--- config.mk ---
export PLATFORM = sky130hd
export DESIGN_NAME = x_uart_tx_arb
export DESIGN_NICKNAME = d
export VERILOG_FILES = /design/src/rtl/x_uart_arb_pkg.sv /design/src/rtl/x_rr_pick.sv /design/src/rtl/x_uart_tx_arb.sv
export SDC_FILE = /design/constraint.sdc
export NUM_CORES = 1
export LEC_CHECK = 0
export BUFFER_PORTS_ARGS = -buffer_cell sky130_fd_sc_hd__buf_2
export CORE_MARGIN = 4
export CORE_UTILIZATION = 44
export CTS_CLUSTER_SIZE = 14
export DETAILED_ROUTE_END_ITERATION = 8
export GPL_ROUTABILITY_DRIVEN = 0
export PLACE_DENSITY = 0.81
export SYNTH_ARGS = -nofsm -noshare
export SYNTH_HDL_FRONTEND = slang
export SYNTH_SLANG_ARGS = --single-unit
--- constraint.sdc ---
create_clock -name i_clk -period 2.6 [get_ports i_clk]
set_input_delay 0.26 -clock i_clk [delete_from_list [all_inputs] [get_ports i_clk]]
set_output_delay 0.26 -clock i_clk [all_outputs]
set_load 0.02 [all_outputs]
--- src/rtl/x_uart_arb_pkg.sv ---
// Shared types and constants for the x_uart_tx arbiter.
package x_uart_arb_pkg;

   localparam int unsigned BYTE_W = 8;

   typedef enum logic [0:0] {
      ARB_IDLE   = 1'b0,
      ARB_LOCKED = 1'b1
   } arb_state_e;

endpackage

--- src/rtl/x_rr_pick.sv ---
// Combinational round-robin picker: first set request at or above ptr, wrapping modulo p_n.
module x_rr_pick #(
   parameter int p_n = 4,
   parameter int PW  = $clog2(p_n)
) (
   input  logic [p_n-1:0] req,
   input  logic [PW-1:0]  ptr,
   output logic [p_n-1:0] pick,
   output logic           any
);

   int   idx_s;
   logic found_s;

   // Scan p_n positions starting at ptr; the wrap is an explicit subtract so odd p_n works.
   always_comb begin
      pick    = '0;
      found_s = 1'b0;
      idx_s   = 0;
      for (int i = 0; i < p_n; i++) begin
         idx_s = int'(ptr) + i;
         if (idx_s >= p_n) begin
            idx_s = idx_s - p_n;
         end else begin
            idx_s = idx_s;
         end
         if (!found_s && req[idx_s]) begin
            pick[idx_s] = 1'b1;
            found_s     = 1'b1;
         end else begin
            found_s = found_s;
         end
      end
      any = |req;
   end

endmodule

--- src/rtl/x_uart_tx_arb.sv ---
// Packet-locking round-robin arbiter sharing one x_uart_tx between p_n requesters.
// Optional idle-timeout release is built when X_UART_TX_ARB_TIMEOUT_EN is defined.
module x_uart_tx_arb
   import x_uart_arb_pkg::*;
#(
   parameter int p_n       = 4,
   parameter int p_timeout = 1024
) (
   input  logic                  i_clk,
   input  logic                  i_rst_n,
   input  logic [p_n-1:0]        i_req_valid,
   input  logic [BYTE_W*p_n-1:0] i_req_data,
   input  logic [p_n-1:0]        i_req_last,
   output logic [p_n-1:0]        o_req_accept,
   output logic                  o_tx_valid,
   output logic [BYTE_W-1:0]     o_tx_data,
   input  logic                  i_tx_accept,
   output logic [p_n-1:0]        o_grant,
   output logic                  o_busy,
   output logic                  o_timeout
);

   localparam int PW = $clog2(p_n);
   localparam logic [PW-1:0] LAST_IDX = PW'(p_n - 1);

   arb_state_e        state_r;
   logic [p_n-1:0]    grant_r;
   logic [PW-1:0]     gidx_r;
   logic [PW-1:0]     rr_ptr_r;
   logic              busy_r;
   logic              timeout_r;

   logic [p_n-1:0]    pick_s;
   logic              any_s;
   logic [PW-1:0]     pick_idx_s;
   logic [PW-1:0]     next_ptr_s;
   logic [BYTE_W-1:0] tx_data_s;
   logic              tx_valid_s;
   logic              last_s;
   logic              xfer_s;

`ifdef X_UART_TX_ARB_TIMEOUT_EN
   // Counter only has to reach p_timeout-2: expiry fires as it would step to p_timeout-1.
   localparam int TW = (p_timeout > 2) ? $clog2(p_timeout) : 1;
   localparam logic [TW-1:0] TO_LIM = TW'(p_timeout - 2);
   logic [TW-1:0] to_cnt_r;
`endif

   x_rr_pick #(.p_n(p_n), .PW(PW)) u_pick (
      .req  (i_req_valid),
      .ptr  (rr_ptr_r),
      .pick (pick_s),
      .any  (any_s)
   );

   // Grant-steered byte mux and one-hot index encode; grant is zero in IDLE so outputs read zero.
   always_comb begin
      tx_data_s  = '0;
      pick_idx_s = '0;
      for (int k = 0; k < p_n; k++) begin
         if (grant_r[k]) begin
            tx_data_s = i_req_data[k*BYTE_W +: BYTE_W];
         end else begin
            tx_data_s = tx_data_s;
         end
         if (pick_s[k]) begin
            pick_idx_s = PW'(k);
         end else begin
            pick_idx_s = pick_idx_s;
         end
      end
   end

   assign tx_valid_s = |(grant_r & i_req_valid);
   assign last_s     = |(grant_r & i_req_last);
   assign xfer_s     = tx_valid_s & i_tx_accept;
   assign next_ptr_s = (gidx_r == LAST_IDX) ? '0 : gidx_r + 1'b1;

   // Arbitration FSM, round-robin pointer and optional idle-timeout counter.
   always_ff @(posedge i_clk) begin
      if (!i_rst_n) begin
         state_r   <= ARB_IDLE;
         grant_r   <= '0;
         gidx_r    <= '0;
         rr_ptr_r  <= '0;
         busy_r    <= 1'b0;
         timeout_r <= 1'b0;
`ifdef X_UART_TX_ARB_TIMEOUT_EN
         to_cnt_r  <= '0;
`endif
      end else begin
         timeout_r <= 1'b0;
         case (state_r)
            ARB_IDLE: begin
               if (any_s) begin
                  state_r <= ARB_LOCKED;
                  grant_r <= pick_s;
                  gidx_r  <= pick_idx_s;
                  busy_r  <= 1'b1;
`ifdef X_UART_TX_ARB_TIMEOUT_EN
                  to_cnt_r <= '0;
`endif
               end else begin
                  state_r <= ARB_IDLE;
               end
            end
            ARB_LOCKED: begin
               if (xfer_s) begin
                  if (last_s) begin
                     state_r  <= ARB_IDLE;
                     grant_r  <= '0;
                     busy_r   <= 1'b0;
                     rr_ptr_r <= next_ptr_s;
                  end else begin
                     state_r  <= ARB_LOCKED;
                  end
`ifdef X_UART_TX_ARB_TIMEOUT_EN
                  to_cnt_r <= '0;
`endif
               end else begin
`ifdef X_UART_TX_ARB_TIMEOUT_EN
                  if (!tx_valid_s) begin
                     if (to_cnt_r == TO_LIM) begin
                        state_r   <= ARB_IDLE;
                        grant_r   <= '0;
                        busy_r    <= 1'b0;
                        rr_ptr_r  <= next_ptr_s;
                        timeout_r <= 1'b1;
                     end else begin
                        to_cnt_r  <= to_cnt_r + 1'b1;
                     end
                  end else begin
                     to_cnt_r <= to_cnt_r;
                  end
`else
                  state_r <= ARB_LOCKED;
`endif
               end
            end
            default: begin
               state_r <= ARB_IDLE;
               grant_r <= '0;
               busy_r  <= 1'b0;
            end
         endcase
      end
   end

   assign o_tx_valid   = tx_valid_s;
   assign o_tx_data    = tx_data_s;
   assign o_req_accept = grant_r & {p_n{xfer_s}};
   assign o_grant      = grant_r;
   assign o_busy       = busy_r;
   assign o_timeout    = timeout_r;

endmodule

==> impl_metrics.json <==
{
  "status": "finished, final reports clean",
  "cts_sinks": 10,
  "io_buffers": 60,
  "reg2reg_depth": 7,
  "min-delay-start": "i_rst_n",
  "crit_required_ns": 2.76,
  "rows": 17,
  "worstSetupEndpointType": "register",
  "antenna_found_initial": 0,
  "final.setup.tns_ns": 0,
  "clk_pin_slew_worst_paths_ns": 0.08,
  "vias": 1333,
  "placed_cell_area_um2": 1408,
  "syn-mean-instance-area_um2": 7.394,
  "r2r-end": "gidx_r[1]",
  "slew_headroom_pct": 66.21,
  "synth_top_cell_area_share_pct": 18.80,
  "synth.most_common_cell": "nand2_1",
  "coreArea_um2": 2255,
  "ir_drop_mv": 0.3367,
  "cp_common_cell": "a21oi_1",
  "pin_count": 62,
  "ctsHoldBuffers": 0,
  "yosys_warnings": 0,
  "synthArstFlopShare_pct": 0,
  "clockBufferDepth": 2,
  "cp_slowest_stage_delay_ns": 0.60,
  "dr.pass1.iters": 6,
  "min_to": "gidx_r[1]",
  "stdcell_area_um2": 1444,
  "setup_viol_count_final": 0,
  "cp-start-kind": "register",
  "rrSetupSlack_ns": 0.32,
  "synth_area_um2": 1065,
  "stdcell_count": 234,
  "fillers": 200,
  "period_share_pct": 87.54,
  "worst_slew_pin_slew_ns": 0.5023,
  "yosysSeqAreaShare_pct": 18.80,
  "vias_per_cell": 5.697,
  "drc_errors": 0,
  "synth_edf_count": 0,
  "antenna_cells": 0,
  "r2r-start": "rr_ptr_r[1]",
  "cts.repair.resized": 0,
  "cp_max_fo": 8,
  "ys_seq_elements": 10,
  "ant_nets": 0,
  "hold_viol": 0,
  "grt_max_degree": 21,
  "skew_ns": 0.005295,
  "grt_pass1_vias": 1298,
  "drt_wl_total_mm": 3.358,
  "nNetsFinal": 257,
  "fmax_mhz": 439.3,
  "initial_core_util_pct": 47.23,
  "power_uw": 515.9,
  "syn_inst": 144,
  "drv_slew": 0,
  "ys_top_cells_by_area": "dfxtp_1 19%, a22oi_1 8.5%, ha_1 8.2%",
  "insertion_delay_ns": 0.28,
  "post_cts_buffers": 0,
  "grt_use_total_pct": 20.93,
  "drt_iter0_markers": 68,
  "critPathKind": "register to register",
  "die_area_um2": 3271,
  "cts_tree": "done",
  "cts_buffers": 3,
  "min_path_cells": 3,
  "area_delta_synth_final_pct": 35.60,
  "maxCapViolCount": 0,
  "cts_root_buffer": "clkbuf_4",
  "finalCriticalPeriod_ns": 2.276,
  "postLayoutCoreUtil_pct": 64.04,
  "wl_per_cell_um": 14.35,
  "cp.arrival_ns": 2.44,
  "die_h_um": 57.19,
  "p_leak_nw": 0.6855,
  "ys_types": 37,
  "grt_pass1_wl_mm": 5.602,
  "worst_hold_path_type": "input port to register",
  "rsz0062_at_grt": "no",
  "dpl.hpwl_mm": 2.754,
  "ctsHtreeMaxLevel": 1,
  "fp.dieW_um": 57.19,
  "crit_path_cell_trace": "inv_1 -> ha_1 -> mux4_2 -> a21oi_1 -> o32ai_1 -> a211oi_1 -> a21oi_1",
  "dp_cells": 230,
  "power_density_nw_per_um2": 357.3,
  "critPathSlowestCell": "mux4_2",
  "yosys.area.top_type": "dfxtp_1",
  "synth_common_cells": "18 x nand2_1, 17 x a21oi_1, 13 x nor2_1, 13 x o21ai_0, 12 x a22oi_1",
  "synth_flop_cell": "dfxtp_1",
  "drive_above_1_share_pct": 37.38,
  "grt.overflow.total": 0,
  "syn_nets": 194
}
-- how the worst max path moves through the flow --
stage	startpoint	to	slack, ns	cells past startpoint
final	rr_ptr_r[1]	gidx_r[1]	0.32	7
after global placement	rr_ptr_r[0]	o_grant[3]	0.50	7
after CTS	rr_ptr_r[1]	gidx_r[1]	0.38	7
after detailed placement	rr_ptr_r[1]	gidx_r[1]	0.37	7
after floorplan	rr_ptr_r[0]	o_grant[3]	0.32	7
after global routing	rr_ptr_r[0]	o_grant[3]	0.19	7
-- flip-flops by register name (all words and copies together), names as in the netlist --
| signal | cells |
|---|---|
| gidx_r | 2 |
| state_r | 1 |
| o_grant | 4 |
| rr_ptr_r | 2 |
| o_busy | 1 |
-- worst max-delay path, delay by kind of cell (launching register included) --
family                     cells  cell delay, ns
AOI/OAI and AO/OA              4            0.76
adders and majority gates      1            0.37
buffers and inverters          1            0.08
DFF                            1            0.34
muxes                          1            0.60
-- area by class of cell --
type	count	area, µm²	share of cell area (%)
clock buffers	4	36.28	2.513
flip-flops and latches	10	200.2	13.86
inverters	5	18.77	1.300
well taps	28	35.03	2.426
multi-input cells	122	815.8	56.50
repair buffers	65	337.8	23.40
-- metal layers --
metal	track usage (%)	wire length, µm	up-vias
met2	37.19	1678	58
met4	7.285	36	0
met1	24.76	1328	619
li1	-	-	653
met3	4.299	314	3
met5	0	0	-
-- through the flow --
stage	hold slack [ns]	worst slack [ns]
final	0.2558	0.3239
after global routing	0.2880	0.1888
after CTS	0.2409	0.3761
after detailed placement	0.4769	0.3744
after global placement	0.4527	0.4977
after floorplan	0.3984	0.3217
-- cells in the final DEF (no fill, tap or decap) --
cell,n
buf_2,60
nor2_1,13
clkbuf_8,1
a21oi_1,17
o32ai_1,1
or2_2,2
a211oi_1,1
clkbuf_4,3
a222oi_1,1
nor4b_1,1
ha_1,7
a311oi_1,1
or3b_2,1
mux2i_1,1
o21a_1,1
or3b_1,1
nor2b_1,3
o32ai_2,1
and2_1,4
buf_4,5
nor3_1,1
o21ai_0,13
o31ai_1,1
nor3b_1,3
a22oi_1,12
nand3_1,1
dfxtp_1,10
nand2b_1,4
a2111oi_4,1
conb_1,1
a211o_1,1
or3_1,2
inv_1,5
nor4_1,1
nand3b_1,2
nand2_1,18
mux4_2,3
a21boi_1,1
o22ai_1,1
-- where the power goes --
group	leakage, nW	switching [mW]	internal (mW)
combinational	0.582	0.114	0.0812
sequential	0.0824	0.00921	0.163
clock	0.0210	0.0640	0.0853
-- cells by family (layout without fill, tap and decap cells) --
family          Yosys count  count (layout)  share of synthesized area (%)
compound gates           53              53                          33.49
flops                    10              10                          18.80
simple gates             57              57                          27.26
mux                       4               4                          7.285
buf+inv                  12              74                          4.583
fa+ha+maj                 7               7                          8.225
other cells               1               1                         0.3522
(Power assumes the default switching activity.)
